`config.mk`:
```
export PLATFORM = sky130hd
export DESIGN_NAME = instr_fetch_decode_flat
export DESIGN_NICKNAME = d
export VERILOG_FILES = /design/src/rtl/instr_fetch_decode_if.sv /design/src/rtl/instr_fetch_decode.sv /design/src/flat_wrapper.sv
export SDC_FILE = /design/constraint.sdc
export NUM_CORES = 1
export LEC_CHECK = 0
export CORE_MARGIN = 2
export CORE_UTILIZATION = 47
export DETAILED_ROUTE_END_ITERATION = 8
export PLACE_DENSITY = 0.81
export SLEW_MARGIN = 30
export SYNTH_ARGS = -nofsm -noshare
export SYNTH_HDL_FRONTEND = slang
export SYNTH_SLANG_ARGS = --single-unit
```
`constraint.sdc`:
```
create_clock -name clk -period 1.6 [get_ports clk]
set_input_delay 0.48 -clock clk [delete_from_list [all_inputs] [get_ports clk]]
set_output_delay 0.48 -clock clk [all_outputs]
set_load 0.02 [all_outputs]
```
`src/rtl/instr_fetch_decode_if.sv`:
```
// Bus between the fetch/decode block, its instruction memory and the downstream datapath.
// The master side is the fetch/decode block; the slave side is memory plus datapath.
interface instr_fetch_decode_if;
    logic [7:0]  imem_addr;
    logic        imem_rd_en;
    logic [15:0] imem_rdata;
    logic        issue_valid;
    logic        issue_ready;
    logic [3:0]  opcode;
    logic [1:0]  reg1;
    logic [1:0]  reg2;
    logic [7:0]  address;

    modport master (
        output imem_addr, imem_rd_en,
        input  imem_rdata,
        output issue_valid,
        input  issue_ready,
        output opcode, reg1, reg2, address
    );

    modport slave (
        input  imem_addr, imem_rd_en,
        output imem_rdata,
        input  issue_valid,
        output issue_ready,
        input  opcode, reg1, reg2, address
    );
endinterface

```
`src/rtl/instr_fetch_decode.sv`:
```
// Fetch/decode sequencer: fetches one 16-bit word per instruction, resolves JMP/BZ/HALT
// locally and issues every other opcode to the datapath with a valid/ready handshake.
module instr_fetch_decode #(
    parameter logic [7:0] RESET_PC = 8'h00,
    parameter logic [3:0] OPC_JMP  = 4'hD,
    parameter logic [3:0] OPC_BZ   = 4'hE,
    parameter logic [3:0] OPC_HALT = 4'hF
) (
    input  logic                        clk,
    input  logic                        rst,
    input  logic                        start,
    input  logic                        zero,
    output logic [7:0]                  pc,
    output logic                        busy,
    output logic                        halted,
    instr_fetch_decode_if.master        bus
);

    typedef enum logic [2:0] {
        S_IDLE,
        S_FETCH,
        S_WAIT,
        S_DECODE,
        S_ISSUE,
        S_HALTED
    } state_t;

    state_t      state_reg, state_next;
    logic [7:0]  pc_reg, pc_next;
    logic [15:0] ir_reg, ir_next;
    logic [3:0]  opcode_reg, opcode_next;
    logic [1:0]  reg1_reg, reg1_next;
    logic [1:0]  reg2_reg, reg2_next;
    logic [7:0]  address_reg, address_next;

    logic [3:0]  ir_opcode;
    logic [7:0]  ir_address;

    assign ir_opcode  = ir_reg[15:12];
    assign ir_address = ir_reg[7:0];

    always_ff @(posedge clk) begin
        if (rst) begin
            state_reg   <= S_IDLE;
            pc_reg      <= RESET_PC;
            ir_reg      <= 16'h0000;
            opcode_reg  <= 4'h0;
            reg1_reg    <= 2'b00;
            reg2_reg    <= 2'b00;
            address_reg <= 8'h00;
        end else begin
            state_reg   <= state_next;
            pc_reg      <= pc_next;
            ir_reg      <= ir_next;
            opcode_reg  <= opcode_next;
            reg1_reg    <= reg1_next;
            reg2_reg    <= reg2_next;
            address_reg <= address_next;
        end
    end

    always_comb begin
        state_next   = state_reg;
        pc_next      = pc_reg;
        ir_next      = ir_reg;
        opcode_next  = opcode_reg;
        reg1_next    = reg1_reg;
        reg2_next    = reg2_reg;
        address_next = address_reg;

        case (state_reg)
            S_IDLE: begin
                if (start) begin
                    state_next = S_FETCH;
                end
            end
            S_FETCH: begin
                state_next = S_WAIT;
            end
            S_WAIT: begin
                ir_next    = bus.imem_rdata;
                state_next = S_DECODE;
            end
            S_DECODE: begin
                // Control-flow opcodes never reach the datapath, so the issued fields keep their old values.
                if (ir_opcode == OPC_HALT) begin
                    state_next = S_HALTED;
                end else if (ir_opcode == OPC_JMP) begin
                    pc_next    = ir_address;
                    state_next = S_FETCH;
                end else if (ir_opcode == OPC_BZ) begin
                    pc_next    = zero ? ir_address : pc_reg + 8'd1;
                    state_next = S_FETCH;
                end else begin
                    opcode_next  = ir_reg[15:12];
                    reg1_next    = ir_reg[11:10];
                    reg2_next    = ir_reg[9:8];
                    address_next = ir_reg[7:0];
                    pc_next      = pc_reg + 8'd1;
                    state_next   = S_ISSUE;
                end
            end
            S_ISSUE: begin
                if (bus.issue_ready) begin
                    state_next = S_FETCH;
                end
            end
            S_HALTED: begin
                state_next = S_HALTED;
            end
            default: begin
                state_next = S_IDLE;
            end
        endcase
    end

    // The address bus is parked at zero whenever no read is being requested.
    assign bus.imem_rd_en  = (state_reg == S_FETCH);
    assign bus.imem_addr   = (state_reg == S_FETCH) ? pc_reg : 8'h00;
    assign bus.issue_valid = (state_reg == S_ISSUE);
    assign bus.opcode      = opcode_reg;
    assign bus.reg1        = reg1_reg;
    assign bus.reg2        = reg2_reg;
    assign bus.address     = address_reg;

    assign pc     = pc_reg;
    assign busy   = (state_reg != S_IDLE) && (state_reg != S_HALTED);
    assign halted = (state_reg == S_HALTED);

endmodule

```
`src/flat_wrapper.sv`:
```
// flat-port wrapper written by rule: the top's interface ports become plain ports
module instr_fetch_decode_flat 
#(
    parameter logic [7:0] RESET_PC = 8'h00,
    parameter logic [3:0] OPC_JMP  = 4'hD,
    parameter logic [3:0] OPC_BZ   = 4'hE,
    parameter logic [3:0] OPC_HALT = 4'hF
)
  (clk, rst, start, zero, pc, busy, halted, bus_imem_addr, bus_imem_rd_en, bus_imem_rdata, bus_issue_valid, bus_issue_ready, bus_opcode, bus_reg1, bus_reg2, bus_address);
  instr_fetch_decode_if bus_i ();
  input  logic clk;
  input  logic rst;
  input  logic start;
  input  logic zero;
  output logic [7:0] pc;
  output logic busy;
  output logic halted;
  output wire logic [$bits(bus_i.imem_addr)-1:0] bus_imem_addr;
  output wire logic [$bits(bus_i.imem_rd_en)-1:0] bus_imem_rd_en;
  input wire logic [$bits(bus_i.imem_rdata)-1:0] bus_imem_rdata;
  output wire logic [$bits(bus_i.issue_valid)-1:0] bus_issue_valid;
  input wire logic [$bits(bus_i.issue_ready)-1:0] bus_issue_ready;
  output wire logic [$bits(bus_i.opcode)-1:0] bus_opcode;
  output wire logic [$bits(bus_i.reg1)-1:0] bus_reg1;
  output wire logic [$bits(bus_i.reg2)-1:0] bus_reg2;
  output wire logic [$bits(bus_i.address)-1:0] bus_address;
  assign bus_imem_addr = bus_i.imem_addr;
  assign bus_imem_rd_en = bus_i.imem_rd_en;
  assign bus_i.imem_rdata = bus_imem_rdata;
  assign bus_issue_valid = bus_i.issue_valid;
  assign bus_i.issue_ready = bus_issue_ready;
  assign bus_opcode = bus_i.opcode;
  assign bus_reg1 = bus_i.reg1;
  assign bus_reg2 = bus_i.reg2;
  assign bus_address = bus_i.address;
  instr_fetch_decode #(.RESET_PC(RESET_PC), .OPC_JMP(OPC_JMP), .OPC_BZ(OPC_BZ), .OPC_HALT(OPC_HALT)) u_core (.clk(clk), .rst(rst), .start(start), .zero(zero), .pc(pc), .busy(busy), .halted(halted), .bus(bus_i));
endmodule
```
=== Word-level counts from Yosys, hierarchy flattened ===
Index checks and enable logic that the tools add are counted.

* Flip-flop bits (word level): 43
* Logic and storage cells: 38
* Output and inout bits: 36
* Input port bits: 21

* Equality and inequality tests: 11
* Reductions and logical operators: 6
* Bitwise logic cells: 3
* Multiplexer cells: 10
* Add/subtract/negate cells: 1

{| class="wikitable"
|+ Operators with widths
! kind !! number
|-
| two-way mux 8 bit || 4
|-
| one-hot mux 3 bit (6 select lines) || 1
|-
| two-way mux 3 bit || 5
|-
| == test 4 bit, second input constant || 3
|-
| adder 8 x 1 -> 8 bit, second input constant || 1
|-
| == test 3 x 2 -> 1 bit, second input constant || 2
|-
| == test 3 bit, second input constant || 2
|-
| AND reduction 2 bit || 2
|-
| AND reduction 4 bit || 1
|-
| == test 3 x 1 -> 1 bit, second input constant || 1
|-
| zero test 3 bit || 1
|-
| inequality test 3 bit, second input constant || 1
|-
| NOT 1 bit || 3
|-
| nonzero test 3 bit || 1
|-
| inequality test 2 x 1 -> 1 bit, second input constant || 1
|-
| inequality test 2 bit, second input constant || 1
|-
| logical AND 1 bit || 1
|}

=== Longest topological paths before layout ===
* Depth after elaboration: 5
* Depth in mapped cells: 7
* Mapped depth without buffers: 5

=== Least setup slack after synthesis ===
OpenSTA, ideal clock, no wires.

* Path kind: reg-to-output
* Start: register u_core.state_reg[0]
* End: output bus_imem_addr[0]
* Arrival: 1.603 ns
* Buffers on the path: 1
* Cell stages (with the launch flop): 4
* Path slack: -0.483 ns
* Required time: 1.120 ns
* Cells stage by stage: dfxtp_1 buf_4 nor3b_1 and2_1

* Longest elaborated chain between the ends: 2

{| class="wikitable"
|+ Ends and longest elaborated chain
! what !! line !! text
|-
| from (decl) || instr_fetch_decode.sv:28 || <nowiki>state_t state_reg, state_next;</nowiki>
|-
| from (signal assigned) || instr_fetch_decode.sv:52 || <nowiki>state_reg <= state_next;</nowiki>
|-
| == test 3 x 1 -> 1 bit || n/a ||
|-
| named net bus_imem_rd_en || flat_wrapper.sv:19 || <nowiki>output wire logic [$bits(bus_i.imem_rd_en)-1:0] bus_imem_rd_en;</nowiki>
|-
| two-way mux 8 bit || instr_fetch_decode.sv:119 || <nowiki>assign bus.imem_addr = (state_reg == S_FETCH) ? pc_reg : 8'h00;</nowiki>
|-
| to (decl) || flat_wrapper.sv:18 || <nowiki>output wire logic [$bits(bus_i.imem_addr)-1:0] bus_imem_addr;</nowiki>
|}

The timed path passes the listed nets, and every way through them passes these cells.

=== Worst setup path after layout ===
* Start: register u_core.state_reg[2]
* End: output bus_imem_addr[7]

* Longest elaborated chain between the ends: 2

{| class="wikitable"
|+ Ends and longest elaborated chain
! what !! line
|-
| == test 3 x 1 -> 1 bit || instr_fetch_decode.sv:119
|-
| two-way mux 8 bit || instr_fetch_decode.sv:119
|}

Every way passes these cells.

==> impl_metrics.tcl <==
set metrics [dict create \
    r2r_cells 5 \
    cp_slowest_cell "dfxtp_4" \
    slew_headroom_pct 56.8 \
    timing.rr.end "u_core.pc[6]" \
    ys_seq_area_share_pct 44.1 \
    htreeDepth 2 \
    synth-simple-area-share_pct 23.1 \
    min_path_type "flop to flop" \
    fp.dieH_um 68.4 \
    synth-async-reset-ratio_pct 0 \
    antenna_cells 0 \
    setup_ws_ns -0.131 \
    start_util_pct 48.8 \
    crit_path_max_incr_delay_ns 0.37 \
    drt-total-wl_um 4570 \
    r2r_start "u_core.state_reg[2]" \
    cts.sinks 43 \
    end_kind "output port" \
    grt_pass1_vias 1660 \
    antenna_left 0 \
    synth_top_area_cell "dfxtp_1" \
    fin_hold_ws_ns 0.463 \
    synth_fa_ha_area_share_pct 0.641 \
    synth_area_leaders "dfxtp_1, mux2i_1, a21oi_1" \
    overflow 0 \
    first_pass_iters 4 \
    synthXorXnorAreaFrac_pct 1.35 \
    drt_iter0_markers 91 \
    failed_checks "negative setup slack" \
    syn_to_final_growth_pct 47.0 \
    num_vias 1824 \
    synth_fp_nets 249 \
    hpwl_um 3110 \
    cts_root_buffer "clkbuf_8" \
    synth_commonest_cells "dfxtp_1, nand2_1, a21oi_1" \
    setup_violations 10 \
    finalCriticalPeriod_ns 1.73 \
    drv_cap 0 \
    max_freq_mhz 578 \
    critical_path.startpoint_type "flop" \
    worstSkewPairLatency_ns 0.30 \
    clock_skew_ns 0.00642 \
    antenna_found_initial 0 \
    synth-edff-count 0 \
    drive_gt1_share_pct 23.0 \
    clk_pin_slew_worst_paths_ns 0.08 \
    hold_violations 0 \
    pin_count 57 \
    grt_max_degree 20 \
    clock_path_buffers 2 \
    drc_errors 0 \
    p_per_area_mw_per_mm2 801 \
    rows 23 \
    die_w_um 68.4 \
    startpoint "u_core.state_reg[2]" \
    rrSetupSlack_ns 0.11 \
    synthCells 227 \
    status "finished, violations left" \
    die_area_mm2 0.00468 \
    hold_buffers 0 \
    p_leak_uw 0.00132 \
    cts_tree "built" \
    crit_type "flop to output port" \
    grt_pass1_wl_um 7660 \
    yosysMostFrequentCell "dfxtp_1" \
    synth_area_mm2 0.00195 \
    numPortBuffers 56 \
    slew_viol_final 0 \
    arrival_ns 1.25 \
    via_per_inst 5.15 \
    grt_usage_pct 21.8 \
    ir_drop_uv 749 \
    muxShareOfSynthArea_pct 10.8 \
    synth_compound_area_share_pct 13.8 \
    worst_slew_pin_slew_ns 0.646 \
    worstHoldStart "u_core.ir_reg[8]" \
    synth_top_cell_area_share_pct 44.1 \
    setup_tns_ns -0.956 \
    finalCritPeriodShare_pct 108 \
    cts_buffers 5 \
    cp-endpoint "bus_imem_addr[7]" \
    layout.nets 325 \
    core_area_mm2 0.00400 \
    synth_top_family_by_area "simple AND/OR/NAND/NOR gates" \
    ys_types 34 \
    crit_chain "nor3b_4, and2_4, buf_6" \
    gp_congestion 0.848 \
    largest_reg_flops 16 \
    crit_required_ns 1.12 \
    syn_avg_cell_area_um2 8.60 \
    yosys_warnings 0 \
    synth_top_flop_cell "dfxtp_1" \
    ys_ff_latch 43 \
    grt_setup_unrepaired "true" \
    avgRoutedWirePerCell_um 12.9 \
    crit_fanout 5 \
]
[worst max-delay path: cells and delay by family (launching register included)]
family        cells  cell delay (ns)
simple gates      2             0.48
flops             1             0.37
buf+inv           1             0.11
[cells in the final DEF, fill, tap and decap left out, types with 2 or more instances in the layout]
cell type,n
clkbuf_8,6
o32ai_1,6
nor3b_4,2
clkdlybuf4s50_1,20
buf_4,25
nor4_1,2
dfxtp_1,40
xnor2_1,2
o21ai_4,2
a211oi_1,2
inv_1,7
nor3b_2,2
nand2_1,36
nand2b_1,4
nand3_1,5
a21oi_1,27
and2_4,8
buf_6,14
mux2i_1,21
dlygate4sd2_1,24
nand3b_1,2
nor2_1,23
dfxtp_4,2
nor3_1,2
or3_1,3
[area by class of cell]
class | count | area, um^2
Clock buffer | 6 | 82.6
Clock inverter | 2 | 16.3
Fill cell | 330 | 1130
Inverter | 7 | 26.3
Multi-Input combinational cell | 162 | 1040
Sequential cell | 43 | 870
Tap cell | 50 | 62.6
Timing Repair Buffer | 84 | 776
[report_power, final]
part           switching (uW)  total [uW]  internal (uW)
combinational             194         410            216
sequential               39.5        1150           1110
clock                     385         737            352
[stage by stage]
stage	utilization, %	power (uW)	cells	cell area (um^2)	setup WS, ns
after global placement	66.6	1510	337	2660	-0.269
after detailed placement	66.6	1520	337	2660	-0.309
final	71.7	2300	354	2870	-0.131
after floorplan	-	1380	227	1970	0.0178
after global routing	71.7	2400	354	2870	-0.224
after CTS	70.1	2290	350	2800	-0.188
[cell families after synthesis]
group	Yosys count
muxes	21
AOI/OAI and AO/OA	42
xor gates and xnor gates	3
adders and majority gates	1
buffers and inverters	23
DFF	43
and+or+nand+nor	94
[per-layer routing]
layer / up-vias / routed length (um) / track usage [%]
li1: 927 / - / -
met1: 832 / 2060 / 28.7
met2: 57 / 2120 / 33.3
met3: 8 / 332 / 7.24
met4: 0 / 58 / 7.25
met5: - / 0 / 0
[worst min-delay path by stage]
stage	slack (ns)	endpoint	depth (start not counted)
final	0.46	u_core.ir_reg[8]	2
after global routing	0.48	u_core.ir_reg[11]	2
after CTS	0.46	u_core.ir_reg[8]	2
after detailed placement	0.45	u_core.ir_reg[8]	2
after global placement	0.44	u_core.ir_reg[9]	2
after floorplan	0.44	u_core.ir_reg[10]	2
[what timing repair did]
| action | CTS | global route |
|---|---|---|
| pin swaps | 8 | 5 |
| gates resized for setup | 105 | 12 |
| setup endpoints to repair | 40 | 19 |
| gates cloned | 1 | 0 |
| setup buffers | 4 | 4 |
Power figures use the tool's default switching activity.
==> RTL edit, RTL diff (same flow settings) <==
Take the reset off `ir_reg` and load it in a clocked block of its own.
--- a/src/rtl/instr_fetch_decode.sv
+++ b/src/rtl/instr_fetch_decode.sv
@@ -43,7 +43,6 @@
         if (rst) begin
             state_reg   <= S_IDLE;
             pc_reg      <= RESET_PC;
-            ir_reg      <= 16'h0000;
             opcode_reg  <= 4'h0;
             reg1_reg    <= 2'b00;
             reg2_reg    <= 2'b00;
@@ -51,12 +50,15 @@
         end else begin
             state_reg   <= state_next;
             pc_reg      <= pc_next;
-            ir_reg      <= ir_next;
             opcode_reg  <= opcode_next;
             reg1_reg    <= reg1_next;
             reg2_reg    <= reg2_next;
             address_reg <= address_next;
         end
+    end
+
+    always_ff @(posedge clk) begin
+        ir_reg <= ir_next;
     end
 
     always_comb begin
Behaviour: same outputs for any inputs over 10 cycles, from zero or initial values and one cycle with rst high; that may be too few to reach the edited logic, so the function may still have changed.
==> RTL edit against the unedited design <==
Design area grew 1.3%; routed wire length rose by 6.9%; the run still ends with setup timing left; worst setup slack got worse by 140 ps; first-iteration DRC count rose by 11%; sequential cell count stayed put; area after synthesis shrank 3.8%; total power grew 17%; worst hold slack better by 35 ps; largest power group unchanged; utilization grew 5.9 points; cell count is 13% lower; largest cell class is now flip-flops and latches.
==> RTL edit: results <==
power_and_ir_drop:
  p_leak_nw: 1.35
critical_path:
  arrival_ps: 1390
  reg2regPathDepth: 4
  regToRegSetupSlack_ps: -70
  crit_fanout: 2
  critPathSlowestCell: "or3_4"
  reg2reg_from: "u_core.ir_reg[12]"
  rr_endpoint: "u_core.pc[5]"
  startpoint: "u_core.state_reg[0]"
finish:
  drive_gt1_share_pct: 31.2
  nFillCells: 269
  antenna_cells: 0
  final_cells: 308
detailed_routing:
  drt_iter0_markers: 101
  detail-route-antenna-nets: 0
  wl_per_cell_um: 15.9
  viasPerCell: 5.29
global_route:
  grt_pass1_wl_mm: 7.50
  grt_pass1_vias: 1649
  grt_max_degree: 17
  grt_use_total_pct: 22.0
place:
  hpwl_mm: 3.33
  numPortBuffers: 56
  dp_cells: 294
synthesis:
  synth_cell_type_count: 40
  synth.top_cells.by_area: "dfxtp_1, edfxtp_1, mux2i_1, nor2_1, and2_1"
  syn-instance-count: 171
  synth-edff-count: 16
  ys_seq_area_share_pct: 54.4
  synthTopCellsByCount: "dfxtp_1, mux2i_1, nor2_1"
timing:
  clock-skew-final_ps: 9.34
  setup_viol: 17
  timing.final.ws_setup_ps: -268
  tightest_slew_ps: 355
cts:
  cts_max_level: 2
  clockRootBuffer: "clkbuf_8"
  clkTransAtPathRegs_ps: 90
status:
  violations: "setup timing"
  status: "finished, violations left"
worst_hold_path:
  min_from: "u_core.bus.reg2[0]"
  hold_path_end: "u_core.bus.reg2[0]"
==> RTL edit: cell types whose count changed in the layout (fill, tap and decap cells not counted), moves of 16 or more <==
cell / delta
nand2_1: -31
a21oi_1: -23
edfxtp_1: +16
dfxtp_1: -16
==> RTL edit: cell type report <==
| type | instances | area, µm² | share of cell area (%) |
|---|---|---|---|
| Clock buffer | 6 | 72.6 | 2.50 |
| Clock inverter | 2 | 37.5 | 1.29 |
| Inverter | 2 | 7.51 | 0.258 |
| Multi-Input combinational cell | 116 | 881 | 30.3 |
| Sequential cell | 43 | 1030 | 35.3 |
| Tap cell | 48 | 60.1 | 2.07 |
| Timing Repair Buffer | 91 | 821 | 28.2 |
==> RTL edit: worst max-delay path, delay by kind of cell, from the launching register on <==
kind | cells | cell delay (ps)
AND/OR/NAND/NOR | 2 | 480
flip-flops | 1 | 340
buffers and inverters | 2 | 270
==> RTL edit: stage by stage <==
stage,hold WS (ps),setup WS (ps)
2_1_floorplan,453,-71.3
3_3_place_gp,468,-324
3_5_place_dp,491,-368
4_1_cts,507,-257
5_1_grt,530,-294
6_report,498,-268
==> RTL edit: cells by family after synthesis <==
| family | Yosys count | synth area share, % |
|---|---|---|
| AO/OA/AOI/OAI | 23 | 8.27 |
| XOR/XNOR | 2 | 0.934 |
| adder cells (fa/ha/maj) | 1 | 0.667 |
| buffers and inverters | 12 | 3.67 |
| flip-flops | 43 | 54.4 |
| multiplexers | 22 | 11.7 |
| AND/OR/NAND/NOR | 68 | 20.3 |
==> RTL edit: where the power goes <==
part	internal (mW)	switching (mW)	leakage [nW]	total (mW)
sequential	1.22	0.0577	0.366	1.28
combinational	0.306	0.261	0.928	0.566
clock	0.466	0.381	0.0514	0.847
==> RTL edit: how the worst max path moves through the flow <==
stage / endpoint / depth (start not counted)
finish: busy / 4
global placement: bus_imem_addr[6] / 5
CTS: busy / 4
detailed placement: u_core.pc[6] / 6
global route: busy / 4
floorplan: bus_imem_addr[0] / 6
==> RTL edit: per-layer routing <==
metal / wire length, µm / vias to the layer above / GRT usage, %
met5: 0 / - / 0
met4: 53 / 0 / 7.14
met3: 255 / 6 / 4.67
met2: 2520 / 65 / 37.5
met1: 2060 / 773 / 27.8
li1: - / 784 / -
==> RTL edit: what timing repair did <==
item	4_1_cts	5_1_grt
pin swaps	2	10
resized for setup	98	17
buffers inserted	1	6
endpoints found under the setup margin	41	32
